--- src/rtl/shift_add_mul32.sv ---
// Sequential unsigned 32x32->64 shift-and-add multiplier with valid/ready on both sides.
// The only arithmetic is two chained gate-level rca32 adders forming a 64-bit accumulator add.

module rca32 (
    input  logic [31:0] a,
    input  logic [31:0] b,
    input  logic        carry_in,
    output logic [31:0] sum,
    output logic        carry_out,
    output logic        overflow
);

    logic [32:0] carry;

    assign carry[0] = carry_in;

    for (genvar i = 0; i < 32; i++) begin : g_fa
        assign sum[i]     = a[i] ^ b[i] ^ carry[i];
        assign carry[i+1] = (a[i] & b[i]) | (carry[i] & (a[i] ^ b[i]));
    end

    assign carry_out = carry[32];
    assign overflow  = carry[32] ^ carry[31];

endmodule

module shift_add_mul32 #(
    parameter bit EARLY_TERM = 1'b1
) (
    input  logic        clk,
    input  logic        rst_n,
    input  logic        in_valid,
    output logic        in_ready,
    input  logic [31:0] in_a,
    input  logic [31:0] in_b,
    output logic        out_valid,
    input  logic        out_ready,
    output logic [63:0] out_product,
    output logic [5:0]  out_cycles
);

    typedef enum logic [1:0] {StIdle, StRun, StDone} state_t;

    state_t      state_q;
    logic [63:0] mcand_q;
    logic [31:0] mplier_q;
    logic [63:0] acc_q;
    logic [5:0]  count_q;

    logic [31:0] sum_lo;
    logic [31:0] sum_hi;
    logic        carry_lo;
    logic        carry_hi;
    logic        ovf_lo;
    logic        ovf_hi;
    logic [63:0] acc_sum;
    logic [63:0] acc_next;
    logic        run_last;
    logic        unused_adder_flags;

    rca32 u_rca_lo (
        .a         (acc_q[31:0]),
        .b         (mcand_q[31:0]),
        .carry_in  (1'b0),
        .sum       (sum_lo),
        .carry_out (carry_lo),
        .overflow  (ovf_lo)
    );

    rca32 u_rca_hi (
        .a         (acc_q[63:32]),
        .b         (mcand_q[63:32]),
        .carry_in  (carry_lo),
        .sum       (sum_hi),
        .carry_out (carry_hi),
        .overflow  (ovf_hi)
    );

    // Partial sums never exceed 2^64-1, so the top carry and overflow flags carry no information.
    assign unused_adder_flags = carry_hi ^ ovf_lo ^ ovf_hi;

    assign acc_sum  = {sum_hi, sum_lo};
    assign acc_next = mplier_q[0] ? acc_sum : acc_q;

    // Early exit once the bit being consumed this cycle is the last possibly-set one.
    assign run_last = EARLY_TERM ? (mplier_q[31:1] == 31'd0) : (count_q == 6'd31);

    always_ff @(posedge clk or negedge rst_n) begin
        if (!rst_n) begin
            state_q     <= StIdle;
            mcand_q     <= 64'd0;
            mplier_q    <= 32'd0;
            acc_q       <= 64'd0;
            count_q     <= 6'd0;
            in_ready    <= 1'b0;
            out_valid   <= 1'b0;
            out_product <= 64'd0;
            out_cycles  <= 6'd0;
        end else begin
            case (state_q)
                StIdle: begin
                    in_ready <= 1'b1;
                    if (in_valid && in_ready) begin
                        mcand_q  <= {32'd0, in_a};
                        mplier_q <= in_b;
                        acc_q    <= 64'd0;
                        count_q  <= 6'd0;
                        in_ready <= 1'b0;
                        state_q  <= StRun;
                    end
                end
                StRun: begin
                    acc_q    <= acc_next;
                    mcand_q  <= {mcand_q[62:0], 1'b0};
                    mplier_q <= {1'b0, mplier_q[31:1]};
                    count_q  <= count_q + 6'd1;
                    if (run_last) begin
                        out_product <= acc_next;
                        out_cycles  <= count_q + 6'd1;
                        out_valid   <= 1'b1;
                        state_q     <= StDone;
                    end
                end
                StDone: begin
                    if (out_ready) begin
                        out_valid <= 1'b0;
                        in_ready  <= 1'b1;
                        state_q   <= StIdle;
                    end
                end
                default: begin
                    in_ready  <= 1'b0;
                    out_valid <= 1'b0;
                    state_q   <= StIdle;
                end
            endcase
        end
    end

endmodule

--- config.mk ---
export PLATFORM = sky130hd
export DESIGN_NAME = shift_add_mul32
export DESIGN_NICKNAME = d
export VERILOG_FILES = /design/src/rtl/shift_add_mul32.sv
export SDC_FILE = /design/constraint.sdc
export NUM_CORES = 1
export LEC_CHECK = 0
export ABC_AREA = 1
export BUFFER_PORTS_ARGS = -buffer_cell sky130_fd_sc_hd__buf_2
export CAP_MARGIN = 20
export CORE_MARGIN = 3
export CORE_UTILIZATION = 50
export DETAILED_ROUTE_END_ITERATION = 10
export PLACE_DENSITY = 0.68
export SLEW_MARGIN = 20
export SYNTH_ARGS = -nofsm -noshare
export SYNTH_HDL_FRONTEND = slang
export SYNTH_SLANG_ARGS = --single-unit
--- constraint.sdc ---
create_clock -name clk -period 27.2 [get_ports clk]
set_clock_uncertainty 0.15 [all_clocks]
set_input_delay 0 -clock clk [delete_from_list [all_inputs] [get_ports clk]]
set_output_delay 0 -clock clk [all_outputs]
set_load 0.02 [all_outputs]
---- Word-level counts from Yosys, hierarchy flattened ----
Index checks and enable logic that the tools add are counted.
W data, S select, Z words.
word-level totals
  bits in registers ....................... 240
  bits of input ports ..................... 68
  output and inout port bits .............. 72
  logic and storage cells ................. 359
cells by class
  add/sub/neg operators ................... 1
  equality and inequality tests ........... 5
  mux-type cells .......................... 19
  bitwise logic cells ..................... 316
  reductions and logical operators ........ 9
operator list
  operator               number
  $pmux W64 S2           2
  $mux W64               3
  $xor A1 B1 Y1          127
  $and A1 B1 Y1          125
  $pmux W32 S2           1
  $or A1 B1 Y1           62
  $mux W32               1
  $logic_not A31 Y1      1
  $pmux W6 S2            1
  $add A6 B1 Y6 const B  1
  $mux W2                3
  $mux W6                1
  $ne A2 B2 Y1 const B   3
  $pmux W1 S3            2
  $pmux W2 S3            1
  $reduce_and A2 Y1      3
  $reduce_and A3 Y1      2
  $mux W1                4
  $eq A2 B1 Y1 const B   1
  $eq A2 B2 Y1 const B   1
  $logic_not A2 Y1       1
  $not A1 Y1             2
  $reduce_bool A2 Y1     1
  $logic_and A1 B1 Y1    1

---- Depth between registers and ports, before layout ----
  depth in word-level cells ............... 128
  depth in mapped cells ................... 71
  mapped depth without buffers ............ 71

---- Hierarchy ----
Synthesis repeated with hierarchy kept, for this count alone.
second synthesis, totals
  cell total of the unflattened synthesis .. 1,336
  area total of the unflattened synthesis .. 12,044.1 um^2
by module, submodules not included
  module           instances  cells each  area each (um^2)
  shift_add_mul32  1          1,246       10,665.2
  rca32            2          45          689.4

---- Worst setup path before layout ----
Ideal clock, no wire load.
  path type ............................... reg-to-reg
  from .................................... register mcand_q[0]
  to ...................................... register out_product[62]
  data arrival time ....................... 24,158 ps
  data required time ...................... 26,933 ps
  slack ................................... 2,775 ps
  cell stages (with the launch flop) ...... 70
  path buffers ............................ 0
  path through ............................ dfrtp_1 -> ha_1 -> inv_1 -> fa_1 -> fa_1 -> fa_1 -> fa_1 -> fa_1 -> fa_1 -> fa_1 -> fa_1 -> fa_1 -> fa_1 -> fa_1 -> fa_1 -> fa_1 -> fa_1 -> fa_1 -> [34 not listed] -> fa_1 -> fa_1 -> fa_1 -> fa_1 -> fa_1 -> fa_1 -> fa_1 -> fa_1 -> fa_1 -> fa_1 -> fa_1 -> inv_1 -> fa_1 -> fa_1 -> nand2_1 -> o21ai_0 -> nand3_1 -> nand2_1
between the ends
  cells in the longest elaborated chain, start to end .. 125
RTL lines
  what                        RTL line  RTL
  from (decl)                 45        logic [63:0] mcand_q;
  from (signal assigned)      104       mcand_q <= {32'd0, in_a};
  from (signal assigned)      114       mcand_q <= {mcand_q[62:0], 1'b0};
  $and A1 B1 Y1 (2 in a row)  19        assign carry[i+1] = (a[i] & b[i]) | (carry[i] & (a[i] ^ b[i]));
  $or A1 B1 Y1                19
  $and A1 B1 Y1               19
  $or A1 B1 Y1                19
  $and A1 B1 Y1               19
  $or A1 B1 Y1                19
  $and A1 B1 Y1               19
  $or A1 B1 Y1                19
  [108 not listed]            n/a
  $and A1 B1 Y1               19
  $or A1 B1 Y1                19
  $and A1 B1 Y1               19
  $or A1 B1 Y1                19
  $and A1 B1 Y1               19
  $or A1 B1 Y1                19
  $xor A1 B1 Y1               18        assign sum[i] = a[i] ^ b[i] ^ carry[i];
  $mux W64                    83        assign acc_next = mplier_q[0] ? acc_sum : acc_q;
  to (signal assigned)        118       out_product <= acc_next;
  to (decl)                   38        output logic [63:0] out_product,
No other way between the ends.
A chain may end at the register's enable or synchronous reset.

---- Worst setup path in the final report ----
  from .................................... register mcand_q[0]
  to ...................................... register acc_q[62]
between the ends
  cells in the longest elaborated chain, start to end .. 126
RTL lines
  what                        RTL line  RTL
  $and A1 B1 Y1 (2 in a row)  19
  $or A1 B1 Y1                19
  $and A1 B1 Y1               19
  $or A1 B1 Y1                19
  $and A1 B1 Y1               19
  $or A1 B1 Y1                19
  $and A1 B1 Y1               19
  $or A1 B1 Y1                19
  [109 not listed]            n/a
  $or A1 B1 Y1                19
  $and A1 B1 Y1               19
  $or A1 B1 Y1                19
  $and A1 B1 Y1               19
  $or A1 B1 Y1                19
  $xor A1 B1 Y1               18
  $mux W64                    83
  $pmux W64 S2                100       case (state_q)
  to (signal assigned)        113       acc_q <= acc_next;
  to (decl)                   47        logic [63:0] acc_q;
No other way between the ends.

==> metrics.txt <==
status finished clean; fraction of the mapped netlist area in simple logic gates 15.4%; CP startpoint kind register; critical path buffer and inverter count 2; fraction of layout cells with a size suffix above 1 13.2%; Req. time, crit path 27.43 ns; cell area after synthesis 11900 µm²; count of vias placed by the detailed router 9084; Slew headroom 29.8%; Post-CTS Resized 0; met3 track demand over resource 3.28%; Routed Wire Length 25700 µm; maximum VDD drop 0.0000627 V; actual slew at the worst max-slew pin 1.05 ns; Leakage Power 7.19 nW; cell family with most CP delay adder cells; final worst-path cycle share 93.9%; routed length per placed instance 14.2 µm; violation count after the first detailed-routing iteration 574; Crit Path Category register to register; slowest stage cell on the critical path sky130_fd_sc_hd__fa_1; Seq/Total Area, Yosys 50.4%; nets in the synthesized netlist 1449; number of endpoints with negative hold slack in the final report 0; CORE AREA 23100 µm²; post-route design area 14300 µm²; adder-cell share of the synthesized area 10.6%; area share of the leading cell type in the synthesized netlist 50.4%; relative area change from synthesis to final layout 20.1%; Final Max Slew Viols 0; total track usage 20.1%; final RePlAce weighted congestion 0.756; I/O pin count 140; wire length of the first global-routing pass 43700 µm; vias in the first global route 8721; CTS clock-pin slew for the worst setup and hold paths 0.06 ns; Max Buffers Root-to-Sink 3; Synth area leader sky130_fd_sc_hd__dfrtp_1; fraction of synthesized area in multiplexers 0%; CP endpoint kind register; Detailed Routing Iterations Pass 1 5; Hold Crit Class primary input to register; vertical extent of the die 160 µm; maximum number of pins on one net before global-route repair 155; Net count, final 1609; worst slack on hold paths 0.123 ns; clock sinks 240; vias per cell 5.02; met1 track utilization from global routing 29.6%; fmax 0.0392 GHz; Inserted Clock Buffers 27; DIE WIDTH 160 µm; Netlist cell types 21; library cell used as clock root buffer sky130_fd_sc_hd__clkbuf_16; number of cells produced by synthesis 1317; initial antenna violation count 0; main combinational cell family by area after synthesis simple AND/OR/NAND/NOR gates; register bit count reported by yosys 240; maximum fanout along the worst path 2; minimum clock period after layout 25.53 ns; number of H-tree levels 1; Antenna Violating Nets Remaining 0; setup total negative slack 0 ns; signal arrival time at the worst endpoint 25.76 ns; count of port buffers added during placement 139; Residual DRC 0; source-to-sink clock delay at the later pin of the worst-skew pair 0.53 ns; Congestion Overflow GR 0; number of diodes added for antenna fixing 0; average cell area after synthesis 9.05 µm²; largest stage delay on the critical path 0.42 ns; area post-placement 12600 µm²; Initial Utilization 51.7%; Compound-Gate Fraction of Synth Area 14.0%; cell area power density 109 nW/µm²; die area 25700 µm²; crit-path most repeated cell sky130_fd_sc_hd__fa_1; setup bufs post-CTS 0; setup repair after global routing missed its margin no; TritonCTS clock tree done; Synth area leaders sky130_fd_sc_hd__dfrtp_1 50%, sky130_fd_sc_hd__nand2_1 11%, sky130_fd_sc_hd__fa_1 10%; # rows 55; hpwl dp 15600 µm; count of endpoints failing setup in the final report 0; Max-Cap Viols 0; GR peak layer met2; global-route track usage on met2 31.8%; count of synthesis-stage warnings from yosys 0; parity-gate share of the synthesized area counting xor and xnor cells 0.294%
-- synth_stat cells --
cell type                  number
sky130_fd_sc_hd__nand2_1      357
sky130_fd_sc_hd__dfrtp_1      240
sky130_fd_sc_hd__o21ai_0      184
sky130_fd_sc_hd__inv_1        169
sky130_fd_sc_hd__nand3_1       78
sky130_fd_sc_hd__fa_1          62
sky130_fd_sc_hd__o211ai_1      62
sky130_fd_sc_hd__buf_2         46
sky130_fd_sc_hd__o22ai_1       34
sky130_fd_sc_hd__clkbuf_1      26
sky130_fd_sc_hd__nor2_1        20
sky130_fd_sc_hd__o21ai_1       13
sky130_fd_sc_hd__buf_6          8
sky130_fd_sc_hd__buf_4          5
sky130_fd_sc_hd__xor2_1         4
sky130_fd_sc_hd__inv_2          3
sky130_fd_sc_hd__ha_1           2
sky130_fd_sc_hd__nand2_4        1
sky130_fd_sc_hd__nor2_4         1
sky130_fd_sc_hd__nor3_1         1
sky130_fd_sc_hd__o21bai_1       1
-- flip-flops by register name, summed over array words and instances (netlist names) --
name and count:
out_cycles 6, out_product 64, in_ready 1, count_q 6, mplier_q 32, out_valid 1, acc_q 64, state_q 2
mcand_q 64
-- path summary, 6_finish.rpt --
check / start / endpoint / slack [ns] / cells past startpoint
worst max-delay path: mcand_q[0] / acc_q[62] / 1.67 / 69
worst min-delay path: in_a[8] / mcand_q[8] / 0.12 / 4
worst max register to register: mcand_q[0] / acc_q[62] / 1.67 / 69
worst min register to register: out_product[11] / out_product[11] / 0.31 / 2
max in group asynchronous: rst_n / mcand_q[5] / 24.93 / 4
min in group asynchronous: rst_n / mplier_q[18] / 0.50 / 3
-- cell usage in the layout (no fill, tap or decap), types with 8 or more instances in the layout --
cell type	netlist	routed
sky130_fd_sc_hd__o22ai_1	34	34
sky130_fd_sc_hd__dfrtp_1	240	240
sky130_fd_sc_hd__nand2_1	357	355
sky130_fd_sc_hd__o21ai_1	13	13
sky130_fd_sc_hd__o21ai_0	184	184
sky130_fd_sc_hd__dlygate4sd3_1	0	69
sky130_fd_sc_hd__nor2_1	20	20
sky130_fd_sc_hd__inv_1	169	169
sky130_fd_sc_hd__fa_1	62	62
sky130_fd_sc_hd__clkbuf_16	0	27
sky130_fd_sc_hd__buf_4	5	8
sky130_fd_sc_hd__buf_2	46	138
sky130_fd_sc_hd__o211ai_1	62	62
sky130_fd_sc_hd__nand3_1	78	78
-- metrics by stage --
| step | util, % | instances | total power [W] | worst slack [ns] |
|---|---|---|---|---|
| 2_1_floorplan | - | 1317 | 0.00103 | 2.78 |
| 3_3_place_gp | 54.8 | 1692 | 0.00114 | 2.04 |
| 3_5_place_dp | 54.8 | 1692 | 0.00117 | 1.81 |
| 4_1_cts | 62.1 | 1811 | 0.00158 | 1.69 |
| 5_1_grt | 62.1 | 1811 | 0.00172 | 0.939 |
| 6_report | 62.1 | 1811 | 0.00157 | 1.67 |
-- where the power goes --
part / leakage, nW / internal, W / switching (W) / total, W
sequential: 3.09 / 0.000479 / 0.0000498 / 0.000529
combinational: 3.62 / 0.000231 / 0.000408 / 0.000639
clock: 0.485 / 0.000253 / 0.000145 / 0.000398
-- what timing repair did --
action | 4_1_cts | 5_1_grt
endpoints found under the setup margin | 0 | 0
hold endpoints to repair | 174 | 0
hold buffers | 69 | 0
-- routing by layer --
layer	vias to the layer above	routed length, µm	share of wire [%]
li1	4548	-	-
met1	4318	12000	47
met2	180	12000	47
met3	38	1190	4.6
met4	0	469	1.8
met5	-	0	0
-- worst min-delay path: stages --
cell,delay [ns]
sky130_fd_sc_hd__dlygate4sd3_1,0.52
sky130_fd_sc_hd__buf_2,0.09
sky130_fd_sc_hd__o211ai_1,0.08
sky130_fd_sc_hd__o21ai_0,0.07
-- layout make-up --
cell class	instances	area, µm²
Multi-Input combinational cell	820	4820
Inverter	172	654
Fill cell	1929	8740
Sequential cell	240	6010
Timing Repair Buffer	216	1460
Tap cell	313	392
Clock inverter	12	218
Clock buffer	38	767
-- kinds of logic after synthesis --
logic type                 after synthesis
AOI/OAI and AO/OA                      294
xor gates and xnor gates                 4
adders and majority gates               64
buffers and inverters                  257
DFF                                    240
and+or+nand+nor                        458
Power figures use the tool's default switching activity.
